===== src/rtl/dbg_pkg.sv =====
// Shared state encoding, halt-cause codes and counter width for the debug
// halt controller.
package dbg_pkg;

  typedef enum logic [1:0] {
    ST_RUN    = 2'd0,
    ST_HALTED = 2'd1,
    ST_SKIP   = 2'd2
  } dbg_state_e;

  localparam logic [1:0] CAUSE_NONE   = 2'd0;
  localparam logic [1:0] CAUSE_EBREAK = 2'd1;
  localparam logic [1:0] CAUSE_BP     = 2'd2;
  localparam logic [1:0] CAUSE_STEP   = 2'd3;

  localparam int unsigned HCNT_W = 16;

  function automatic logic [HCNT_W-1:0] sat_inc(input logic [HCNT_W-1:0] v);
    return (v == '1) ? v : v + HCNT_W'(1);
  endfunction

endpackage


===== src/rtl/key_debounce.sv =====
// Raw key conditioning: 2-flop synchroniser, stability counter and a
// one-cycle pulse on an accepted 0->1 transition.
module key_debounce #(
  parameter int unsigned DEB_CYCLES = 16
) (
  input  logic clk,
  input  logic rst,
  input  logic key_i,
  output logic pulse_o
);

  localparam int unsigned CW = (DEB_CYCLES > 1) ? $clog2(DEB_CYCLES) : 1;

  logic          sync1_q, sync2_q, stable_q, pulse_q;
  logic [CW-1:0] cnt_q;
  logic          accept;

  // A new level is taken once it has differed from the accepted one for
  // DEB_CYCLES consecutive samples.
  assign accept = (sync2_q != stable_q) && (cnt_q == CW'(DEB_CYCLES - 1));

  always_ff @(posedge clk) begin
    if (rst) begin
      sync1_q  <= 1'b0;
      sync2_q  <= 1'b0;
      stable_q <= 1'b0;
      pulse_q  <= 1'b0;
      cnt_q    <= '0;
    end else begin
      sync1_q <= key_i;
      sync2_q <= sync1_q;
      pulse_q <= accept & sync2_q;
      if (sync2_q == stable_q) begin
        cnt_q <= '0;
      end else if (accept) begin
        cnt_q    <= '0;
        stable_q <= sync2_q;
      end else begin
        cnt_q <= cnt_q + CW'(1);
      end
    end
  end

  assign pulse_o = pulse_q;

endmodule


===== src/rtl/dbg_halt_ctrl.sv =====
// Debug halt controller: stalls the core on ebreak or a PC breakpoint and
// releases it for one cycle on a debounced continue or step key.
module dbg_halt_ctrl
  import dbg_pkg::*;
#(
  parameter int unsigned XLEN       = 64,
  parameter int unsigned NUM_BP     = 4,
  parameter int unsigned DEB_CYCLES = 16
) (
  input  logic              clk,
  input  logic              rst,
  input  logic [XLEN-1:0]   pc,
  input  logic              is_debug,
  input  logic              continue_key,
  input  logic              step_key,
  input  logic              bp_wr_en,
  input  logic [3:0]        bp_idx,
  input  logic [XLEN-1:0]   bp_addr,
  input  logic              bp_valid,
  output logic              stall,
  output logic              halted,
  output logic [1:0]        halt_cause,
  output logic [XLEN-1:0]   halt_pc,
  output logic [HCNT_W-1:0] halt_count
);

  dbg_state_e        state_q, state_d;
  logic              step_q, step_d;
  logic              pc_pend_q, pc_pend_d;
  logic [1:0]        cause_q, cause_d;
  logic [XLEN-1:0]   hpc_q, hpc_d;
  logic [HCNT_W-1:0] hcnt_q, hcnt_d;

  logic              cont_pulse, step_pulse;
  logic [XLEN-1:0]   bp_addr_q [NUM_BP];
  logic              bp_valid_q [NUM_BP];
  logic [NUM_BP-1:0] bp_match;
  logic              hit;

  key_debounce #(.DEB_CYCLES(DEB_CYCLES)) u_cont_deb (
    .clk(clk), .rst(rst), .key_i(continue_key), .pulse_o(cont_pulse)
  );

  key_debounce #(.DEB_CYCLES(DEB_CYCLES)) u_step_deb (
    .clk(clk), .rst(rst), .key_i(step_key), .pulse_o(step_pulse)
  );

  always_ff @(posedge clk) begin
    for (int unsigned i = 0; i < NUM_BP; i++) begin
      if (rst) begin
        bp_valid_q[i] <= 1'b0;
        bp_addr_q[i]  <= '0;
      end else if (bp_wr_en && (bp_idx == 4'(i))) begin
        bp_valid_q[i] <= bp_valid;
        bp_addr_q[i]  <= bp_addr;
      end
    end
  end

  for (genvar g = 0; g < NUM_BP; g++) begin : g_bp_cmp
    assign bp_match[g] = bp_valid_q[g] && (bp_addr_q[g] == pc);
  end

  assign hit = is_debug | (|bp_match);

  always_comb begin
    state_d   = state_q;
    step_d    = step_q;
    pc_pend_d = 1'b0;
    cause_d   = cause_q;
    hpc_d     = hpc_q;
    hcnt_d    = hcnt_q;
    stall     = 1'b0;
    unique case (state_q)
      ST_RUN: begin
        if (hit) begin
          stall   = 1'b1;
          state_d = ST_HALTED;
          cause_d = is_debug ? CAUSE_EBREAK : CAUSE_BP;
          hpc_d   = pc;
          hcnt_d  = sat_inc(hcnt_q);
        end
      end
      ST_HALTED: begin
        stall = 1'b1;
        if (pc_pend_q) hpc_d = pc;
        if (step_pulse) begin
          state_d = ST_SKIP;
          step_d  = 1'b1;
        end else if (cont_pulse) begin
          state_d = ST_SKIP;
          step_d  = 1'b0;
        end
      end
      ST_SKIP: begin
        // After a step the core has not yet presented the new PC at this
        // edge, so it is taken in the first HALTED cycle instead.
        if (step_q) begin
          state_d   = ST_HALTED;
          cause_d   = CAUSE_STEP;
          hcnt_d    = sat_inc(hcnt_q);
          pc_pend_d = 1'b1;
        end else begin
          state_d = ST_RUN;
        end
      end
      default: state_d = ST_RUN;
    endcase
    if (rst) stall = 1'b0;
  end

  always_ff @(posedge clk) begin
    if (rst) begin
      state_q   <= ST_RUN;
      step_q    <= 1'b0;
      pc_pend_q <= 1'b0;
      cause_q   <= CAUSE_NONE;
      hpc_q     <= '0;
      hcnt_q    <= '0;
    end else begin
      state_q   <= state_d;
      step_q    <= step_d;
      pc_pend_q <= pc_pend_d;
      cause_q   <= cause_d;
      hpc_q     <= hpc_d;
      hcnt_q    <= hcnt_d;
    end
  end

  assign halted     = (state_q == ST_HALTED);
  assign halt_cause = cause_q;
  assign halt_pc    = pc_pend_q ? pc : hpc_q;
  assign halt_count = hcnt_q;

endmodule


===== config.mk =====
export PLATFORM = sky130hd
export DESIGN_NAME = dbg_halt_ctrl
export DESIGN_NICKNAME = d
export VERILOG_FILES = /design/src/rtl/dbg_pkg.sv /design/src/rtl/key_debounce.sv /design/src/rtl/dbg_halt_ctrl.sv
export SDC_FILE = /design/constraint.sdc
export NUM_CORES = 1
export LEC_CHECK = 0
export BUFFER_PORTS_ARGS = -buffer_cell sky130_fd_sc_hd__buf_4
export CORE_ASPECT_RATIO = 0.9
export CORE_MARGIN = 2
export CORE_UTILIZATION = 50
export DETAILED_ROUTE_END_ITERATION = 10
export PLACE_DENSITY = 0.7
export SYNTH_ARGS = -nofsm -noshare
export SYNTH_HDL_FRONTEND = slang
export SYNTH_SLANG_ARGS = --single-unit

===== constraint.sdc =====
create_clock -name clk -period 7.64 [get_ports clk]
set_clock_uncertainty 0.15 [all_clocks]
set_input_delay 0.382 -clock clk [delete_from_list [all_inputs] [get_ports clk]]
set_output_delay 0.382 -clock clk [all_outputs]
set_load 0.02 [all_outputs]

==> results of run 1 <==
[power by group]
group / switching (mW) / internal (mW) / leakage (nW)
sequential: 0.0784 / 2.23 / 3.33
clock: 0.812 / 1.16 / 0.656
combinational: 0.438 / 0.271 / 4.14
total: 1.33 / 3.66 / 8.12
[layout by cell type (no fill, tap or decap), types with 40 or more instances in the layout]
cell and instances:
and2_1 260, dlygate4sd3_1 43, mux2_2 66, buf_4 237
xnor2_1 100, dfxtp_1 100, nor2_1 82, edfxtp_1 260
nor3_1 76, o221ai_1 68, xor2_1 117, inv_1 44
clkbuf_16 41, nor4_1 40, a211oi_1 66
[logic make-up (layout without fill, tap and decap cells)]
family | after synthesis | in the layout | synth area share, %
mux | 69 | 69 | 4.22
fa+ha+maj | 3 | 3 | 0.205
buf+inv | 200 | 398 | 4.22
simple gates | 596 | 596 | 18.6
flops | 362 | 362 | 53.7
compound gates | 206 | 206 | 8.72
xor+xnor | 217 | 217 | 10.4
[state kept, by name, summed over array words and instances (netlist names), 2 cells and up]
name              count
u_cont_deb.cnt_q      4
state_q               2
halt_cause            2
halt_count           16
bp_addr_q           256
u_step_deb.cnt_q      4
bp_valid_q            4
hpc_q                64
[path summary, 6_finish.rpt]
kind / start / endpoint / slack [ps] / depth (start not counted)
setup / recovery: bp_addr_q[1][43] / stall / 3140 / 9
hold / removal: bp_addr[52] / bp_addr_q[0][52] / 1 / 2
setup reg to reg: bp_addr_q[1][43] / halt_count[13] / 4020 / 9
hold reg to reg: u_cont_deb.cnt_q[0] / u_cont_deb.cnt_q[0] / 300 / 1
[layer usage]
metal | up-vias | GRT usage [%] | routed length (µm)
met5 | - | 0 | 0
met4 | 0 | 12.9 | 2370
met3 | 124 | 7.07 | 6950
met2 | 846 | 47.2 | 26700
met1 | 6951 | 47.9 | 26700
li1 | 6260 | - | -
[cell type report]
| cell class | instances | area, µm² | share of cell area (%) |
|---|---|---|---|
| flip-flops and latches | 362 | 9850 | 44.9 |
| multi-input cells | 1091 | 7780 | 35.5 |
| repair buffers | 280 | 2210 | 10.1 |
| clock buffers | 53 | 1150 | 5.25 |
| well taps | 476 | 596 | 2.71 |
| clock inverters | 19 | 174 | 0.793 |
| inverters | 46 | 173 | 0.787 |
==> flow_metrics.py, run 1 <==
metrics = {
    "outcome": {
        "outcome": "finished, final reports clean",
    },
    "logic_synthesis": {
        "async_flop_share_pct": 0,
        "synthTopCellsByArea": "edfxtp_1, dfxtp_1, and2_1, xor2_1, xnor2_1",
        "synth_edf_count": 260,
        "synthTopCellsByCount": "and2_1, edfxtp_1, clkbuf_1, xor2_1, dfxtp_1",
        "synth_area_leader_cell": "edfxtp_1",
        "ys_seq_elements": 362,
        "syn_area_um2": 18300,
        "synth_seq_area_share_pct": 53.7,
        "yosys_warnings": 0,
        "synth_top_flop_cell": "edfxtp_1",
        "avgSynthCellArea_um2": 11.1,
        "synth_cells": 1653,
        "synth_fp_nets": 1795,
        "synth_top_area_share_pct": 42.6,
        "yosysUniqueCellTypes": 52,
    },
    "timing": {
        "finalWorstSetupSlack_ps": 3140,
        "holdWs_ps": 1.34,
        "fin_tns_setup_ps": 0,
        "tightest_slew_ps": 1140,
        "period_needed_ps": 4500,
        "setup_violations": 0,
        "max_freq_mhz": 222,
        "fin_crit_sh_pct": 58.9,
        "drv_slew": 0,
        "hold_viol": 0,
        "rsz0062_at_grt": "false",
        "maxSlewHeadroom_pct": 23.9,
    },
    "clock_tree": {
        "cts_inserted_buffers": 40,
        "cts-resized-gates": 0,
        "root_buffer": "clkbuf_16",
        "cts.path.max_buffers": 3,
        "hold_buffers": 42,
        "clock_sinks": 362,
        "post_cts_buffers": 0,
        "ctsHtreeMaxLevel": 2,
        "clk_latency_ps": 550,
        "cts_tree": "yes",
        "clk_pin_slew_worst_paths_ps": 60,
    },
    "route": {
        "routed_via_density": 6.09,
        "wl_mm": 62.7,
        "wl_per_cell_um": 26.9,
        "drtPass1Iterations": 6,
        "drt_iter0_markers": 1896,
        "num_vias": 14200,
        "ant_nets": 0,
        "drc": 0,
    },
    "global_routing": {
        "first_global_vias": 13500,
        "grt_max_degree": 98,
        "overflow": 0,
        "antenna_found_initial": 0,
        "grt_pass1_wl_mm": 90.3,
        "grt_usage_pct": 32.7,
    },
    "worst_setup_path": {
        "path_class": "flip-flop to output pin",
        "slowest_delay_ps": 760,
        "arrival_ps": 3970,
        "required_ps": 7110,
        "endpoint_kind": "output pin",
        "cp.buffers_inverters": 2,
        "cp_slowest_cell": "nor4_1",
        "cp_max_fo": 97,
        "path_cells": "nor2b_1 > a2111o_1 > nor4_1 > nand4_1 > o22ai_1 > nor3b_2 > buf_4 > a211oi_1 > buf_4",
        "crit_path_frequent_cell": "buf_4",
        "startpoint_type": "flip-flop",
        "crit_family": "simple AND/OR/NAND/NOR gates",
    },
    "placed_design": {
        "port-buffer-count": 222,
        "placed_area_um2": 20200,
        "place_ws_ps": 3730,
        "place.gp.congestion": 1.03,
        "dp.cells": 2212,
        "dpl.hpwl_mm": 43.8,
    },
    "power": {
        "p_leak_nw": 8.12,
        "power_density_nw_per_um2": 227,
        "ir_drop_v": 0.000148,
        "totalPowerFinal_mw": 4.99,
    },
    "floorplan": {
        "core_um2": 36200,
        "start_util_pct": 50.7,
        "io_pins": 223,
        "rows": 66,
        "die_area_um2": 38200,
        "die_w_um": 206,
        "die_h_um": 186,
    },
    "layout": {
        "nFillCells": 2945,
        "drive_above_1_share_pct": 20.9,
        "final_nets": 1963,
        "syn2layout_area_growth_pct": 19.6,
        "design_area_um2": 21900,
        "n_antenna_cell": 0,
        "final_util_pct": 60.7,
        "instances_no_fill": 2327,
    },
    "job": {
        "drv_cap": 0,
    },
    "hold_path": {
        "hp-class": "input pin to flip-flop",
    },
}
Note: power is estimated with default switching activity, not from simulation.
==> run 2: changes to the inputs <==
ABC_AREA = 1   (was not set)
PLACE_DENSITY = 0.73   (was 0.7)
clock period = 3.9 ns   (was 7.64 ns; I/O delays follow)
==> run 2 against run 1 <==
Against the previous run:
- core utilization up 2.1 points
- non-clock buffer count grew 98
- combinational power up 100%
- sequential power rose by 93%
- critical path type is now input pin to flip-flop
- via count up 22%
- die area up 5.3%
- critical endpoint is now hpc_q[34]
- critical path depth up 8
- worst setup slack got worse by 2800 ps
==> flow_metrics.py, run 2 <==
metrics = {
    "outcome": {
        "outcome": "finished, final reports clean",
    },
    "placed_design": {
        "place.gp.congestion": 0.873,
        "dp.cells": 3057,
        "place_ws_ps": 967,
        "port-buffer-count": 222,
        "dpl.hpwl_mm": 36.8,
    },
    "layout": {
        "final_cell_mix": "nand2_1, nor2_1, inv_1, edfxtp_1, buf_4",
        "instances_no_fill": 3264,
        "syn2layout_area_growth_pct": 23.9,
        "drive_above_1_share_pct": 16.1,
        "largest_reg_flops": 256,
        "nFillCells": 3202,
        "largest_register": "bp_addr_q",
        "n_antenna_cell": 0,
        "final_common_cell": "nand2_1",
        "final_nets": 2884,
    },
    "logic_synthesis": {
        "ys_seq_elements": 362,
        "async_flop_share_pct": 0,
        "synth_edf_count": 260,
        "synth_area_leader_cell": "edfxtp_1",
        "synth_fp_nets": 2573,
        "yosysMostFrequentCell": "nand2_1",
        "synth_seq_area_share_pct": 50.9,
        "yosysUniqueCellTypes": 39,
        "synthTopCellsByArea": "edfxtp_1, nand2_1, dfxtp_1, nor2_1, inv_1",
        "synth_cells": 2431,
        "yosys_warnings": 0,
        "synth_top_area_share_pct": 40.4,
        "synth_top_flop_cell": "edfxtp_1",
        "synthTopCellsByCount": "nand2_1, nor2_1, inv_1, edfxtp_1, nand3_1",
        "syn_area_um2": 19300,
        "avgSynthCellArea_um2": 7.95,
    },
    "worst_setup_path": {
        "cp_max_fo": 33,
        "endpoint_kind": "flip-flop",
        "required_ps": 4240,
        "rrSetupSlack_ps": 470,
        "r2r_cells": 15,
        "path_class": "input pin to flip-flop",
        "regToRegEndpoint": "hpc_q[34]",
        "arrival_ps": 3880,
        "startpoint_type": "input pin",
        "r2r-start": "bp_addr_q[0][45]",
    },
    "route": {
        "wl_mm": 57.1,
        "drtPass1Iterations": 7,
        "ant_nets": 0,
        "routed_via_density": 5.28,
        "drc": 0,
        "num_vias": 17200,
        "wl_per_cell_um": 17.5,
        "drt_iter0_markers": 1600,
    },
    "power": {
        "p_sw_mw": 2.54,
        "power.internal_mw": 7.12,
        "power_density_nw_per_um2": 403,
        "sw_frac_of_total_pct": 26.3,
        "p_comb_share_pct": 14.7,
        "clockPowerShare_pct": 39.1,
        "ir_drop_v": 0.000288,
        "p_leak_nw": 10.7,
        "p_seq_share_pct": 46.2,
        "totalPowerFinal_mw": 9.67,
    },
    "timing": {
        "maxSlewHeadroom_pct": 16.0,
        "finalWorstSetupSlack_ps": 361,
        "tightest_slew_ps": 1260,
        "fin_tns_setup_ps": 0,
        "max_freq_mhz": 283,
        "setup_violations": 0,
        "fin_crit_sh_pct": 90.7,
        "hold_viol": 0,
        "drv_slew": 0,
        "period_needed_ps": 3540,
        "holdWs_ps": 140,
        "rsz0062_at_grt": "false",
    },
    "floorplan": {
        "die_h_um": 191,
        "io_pins": 223,
        "die_area_um2": 40300,
        "start_util_pct": 50.6,
        "core_um2": 38200,
        "die_w_um": 211,
        "rows": 68,
    },
    "job": {
        "drv_cap": 0,
    },
    "clock_tree": {
        "clock_sinks": 362,
        "post_cts_buffers": 0,
        "clk_pin_slew_worst_paths_ps": 60,
        "ctsHtreeMaxLevel": 2,
        "clk_latency_ps": 540,
        "cts_tree": "yes",
        "cts_inserted_buffers": 40,
        "cts.path.max_buffers": 3,
        "root_buffer": "clkbuf_16",
    },
    "hold_path": {
        "min_to": "bp_addr_q[1][12]",
        "holdPathStages": 2,
        "hp-class": "input pin to flip-flop",
        "holdCritStartpoint": "bp_idx[1]",
    },
    "global_routing": {
        "grt_max_degree": 68,
        "grt_usage_pct": 28.3,
        "grt_pass1_wl_mm": 88.7,
        "first_global_vias": 16900,
        "antenna_found_initial": 0,
        "overflow": 0,
    },
}
==> run 2: area by class of cell <==
class	count	area (µm²)	area share (%)
inverters	327	1230	5.13
repair buffers	378	3220	13.4
clock inverters	6	43.8	0.183
flip-flops and latches	362	9850	41.1
clock buffers	68	1280	5.34
well taps	490	613	2.56
multi-input cells	1633	7720	32.2
==> run 2: worst max path at each step <==
| stage | from | endpoint | depth (start not counted) |
|---|---|---|---|
| final | pc[43] | hpc_q[34] | 17 |
| after global routing | pc[43] | stall | 15 |
| after CTS | pc[43] | stall | 15 |
| after detailed placement | pc[43] | hpc_q[15] | 15 |
| after global placement | bp_idx[3] | bp_addr_q[0][44] | 6 |
| after floorplan | bp_idx[3] | bp_addr_q[1][0] | 3 |
==> run 2: power by group through the flow <==
stage | Sequential [mW] | Combinational, mW | Clock, mW
final | 4.46 | 1.42 | 3.78
after global routing | 4.49 | 1.55 | 3.96
after CTS | 4.46 | 1.41 | 3.81
after detailed placement | 4.54 | 1.29 | 0
after global placement | 4.53 | 1.27 | 0
after floorplan | 4.53 | 0.806 | 0
==> run 2: what timing repair did <==
item / 4_1_cts / 5_1_grt
hold buffers: 133 / 0
endpoints found under the hold margin: 328 / 0
resized for setup: 0 / 0
==> run 2: layer usage <==
metal / routed length [µm] / GRT usage, % / up-vias
met1: 23200 / 37.0 / 7997
li1: - / - / 8308
met5: 0 / 0 / -
met2: 27000 / 47.5 / 805
met4: 1540 / 9.05 / 0
met3: 5440 / 5.45 / 129
==> run 2: logic make-up after synthesis <==
| kind of cell | count (synthesis) | share of synthesized area (%) |
|---|---|---|
| simple gates | 1330 | 29.2 |
| buf+inv | 436 | 9.38 |
| flops | 362 | 50.9 |
| compound gates | 225 | 6.91 |
| xor+xnor | 73 | 3.31 |
| fa+ha+maj | 3 | 0.194 |
| mux | 2 | 0.116 |
==> run 2: stage by stage <==
stage | area [µm²] | util [%]
4_1_cts | 24000 | 62.7
2_1_floorplan | 19300 | -
3_5_place_dp | 21300 | 55.8
5_1_grt | 24000 | 62.7
6_report | 24000 | 62.7
3_3_place_gp | 21300 | 55.8
==> run 2: critical path, cell delays in order <==
cell and delay [ps]:
dlygate4sd3_1 550, buf_4 150, inv_1 190, o21ai_0 120
nor2_1 140, nand3_1 110, nor2_1 150, nand2_1 70
nor2_1 250, nand3_2 140, nand3_4 260, buf_4 640
nand3_2 110, nand2_1 90, inv_1 50, a21oi_2 100
dlygate4sd3_1 540
==> run 3: changes to the inputs <==
CELL_PAD_IN_SITES_DETAIL_PLACEMENT = 2   (was not set)
CELL_PAD_IN_SITES_GLOBAL_PLACEMENT = 2   (was not set)
CORE_UTILIZATION = 32   (was 50)
PLACE_DENSITY = not set   (was 0.73)
PLACE_DENSITY_LB_ADDON = 0.1   (was not set)
TNS_END_PERCENT = 20   (was not set)
==> run 3 against run 2 <==
Against the previous run:
- clock-buffer cell count fell by 4
- sequential share of layout area fell by 0.96 points
- worst setup slack improved by 97 ps
- sequential power barely moved
- final area rose by 2.4%
- flip-flop and latch count did not move
- critical path depth did not move
- highest routed layer unchanged
==> flow_metrics.py, run 3 (synthesis results as in run 2) <==
metrics = {
    "route": {
        "wl_per_cell_um": 21.4,
        "wl_mm": 76.2,
        "ant_nets": 0,
        "drc": 0,
        "routed_via_density": 4.92,
        "num_vias": 17500,
        "drtPass1Iterations": 5,
        "drt_iter0_markers": 898,
    },
    "layout": {
        "seqCellArea_um2": 9850,
        "final_cell_mix": "nand2_1, nor2_1, inv_1, edfxtp_1, buf_4",
        "final_common_cell": "nand2_1",
        "final_nets": 2893,
        "instances_no_fill": 3568,
        "largest_register": "bp_addr_q",
        "syn2layout_area_growth_pct": 26.9,
        "n_antenna_cell": 0,
        "drive_above_1_share_pct": 16.4,
        "nFillCells": 6733,
        "multi_input_comb_area_um2": 7730,
        "largest_reg_flops": 256,
    },
    "timing": {
        "hold_viol": 0,
        "setup_violations": 0,
        "fin_crit_sh_pct": 88.3,
        "max_freq_mhz": 290,
        "rsz0062_at_grt": "false",
        "maxSlewHeadroom_pct": 12.2,
        "fin_tns_setup_ps": 0,
        "tightest_slew_ps": 1310,
        "drv_slew": 0,
        "period_needed_ps": 3440,
    },
    "worst_setup_path": {
        "startpoint_type": "input pin",
        "arrival_ps": 3100,
        "crit_start": "pc[51]",
        "r2r-start": "bp_addr_q[2][51]",
        "cp.buffers_inverters": 6,
        "path_cells": "dlygate4sd3_1 > buf_4 > inv_1 > o21ai_0 > nor2_1 > nand2_1 > nor2_1 > nand2_1 > nor2_1 > nand3_1 > nand2_1 > inv_2 > nand3_4 > nand2_2 > buf_4 > a21oi_1 > buf_4",
        "crit_family": "buffers and inverters",
        "slowest_delay_ps": 550,
        "path_class": "input pin to output pin",
        "endpoint_kind": "output pin",
        "cp_max_fo": 24,
        "required_ps": 3560,
        "cp_slowest_cell": "dlygate4sd3_1",
    },
    "floorplan": {
        "start_util_pct": 32.4,
        "rows": 85,
        "die_area_um2": 62400,
        "io_pins": 223,
        "die_w_um": 263,
        "core_um2": 59800,
        "die_h_um": 237,
    },
    "clock_tree": {
        "cts_tree": "yes",
        "clk_pin_slew_worst_paths_ps": 60,
        "cts.path.max_buffers": 3,
        "post_cts_buffers": 0,
        "clock_sinks": 362,
        "root_buffer": "clkbuf_16",
        "clk_latency_ps": 590,
        "ctsHtreeMaxLevel": 2,
        "cts_inserted_buffers": 45,
    },
    "power": {
        "power_density_nw_per_um2": 414,
        "p_leak_nw": 10.8,
        "ir_drop_v": 0.000258,
    },
    "placed_design": {
        "dp.cells": 3352,
        "dpl.hpwl_mm": 49.8,
        "place.gp.congestion": 0.796,
        "port-buffer-count": 222,
    },
    "job": {
        "drv_cap": 0,
    },
    "hold_path": {
        "hp-class": "input pin to flip-flop",
        "holdCritStartpoint": "bp_idx[1]",
    },
    "global_routing": {
        "overflow": 0,
        "first_global_vias": 19700,
        "grt_max_degree": 68,
        "grt_pass1_wl_mm": 117,
        "grt_usage_pct": 24.5,
        "antenna_found_initial": 0,
    },
    "outcome": {
        "outcome": "finished, final reports clean",
    },
}
run 3: changes by cell type in the layout (fill, tap and decap cells not counted), moves of 2 or more:
cell / change
clkinv_2: +7
buf_12: +5
clkbuf_1: -5
buf_4: -3
clkinv_1: +3
bufinv_16: +2
clkbuf_16: +2
dlygate4sd3_1: +2
or2_2: -2
or2_4: +2
run 3: repair_timing:
item / in CTS / in global routing
hold buffers: 135 / 0
hold endpoints to repair: 332 / 0
resized for setup: 0 / 0
run 3: worst paths after layout:
check	end	slack, ps	cells past startpoint
hold reg to reg	u_cont_deb.sync2_q	260	2
setup reg to reg	hpc_q[40]	670	15
hold / removal	bp_addr_q[1][31]	160	3
setup / recovery	stall	460	17
run 3: metal layers:
layer  global-route usage, %  wire (µm)  up-vias
met4                    5.13       1320        0
met5                       0          0        -
met3                    3.53       2850       87
met1                    32.5      35200     8846
li1                        -          -     8304
met2                    42.3      36900      304
run 3: where the power goes:
group          switching [mW]  internal, mW
Clock                    1.74          2.43
Sequential              0.126          4.35
Combinational           0.971         0.548
run 3: layout make-up:
class | count | share of cell area, %
repair buffers | 382 | 13.5
inverters | 327 | 5.00
flip-flops and latches | 362 | 40.2
clock buffers | 64 | 5.29
multi-input cells | 1633 | 31.5
well taps | 783 | 3.99
clock inverters | 17 | 0.535
run 3: tightest hold or removal path, delay by kind of cell:
family,cells,cell delay (ps)
buffers and inverters,2,380
AOI/OAI and AO/OA,1,80
run 3: metrics by stage:
step,worst slack (ps),utilization (%),instance area [µm²],power (mW),hold WS [ps]
after floorplan,-57.5,-,19300,5.33,152
after global placement,755,36.4,21800,5.91,249
after detailed placement,680,36.4,21800,5.96,253
after CTS,486,41.0,24500,10.3,139
after global routing,299,41.0,24500,10.6,163
final,458,41.0,24500,10.2,160
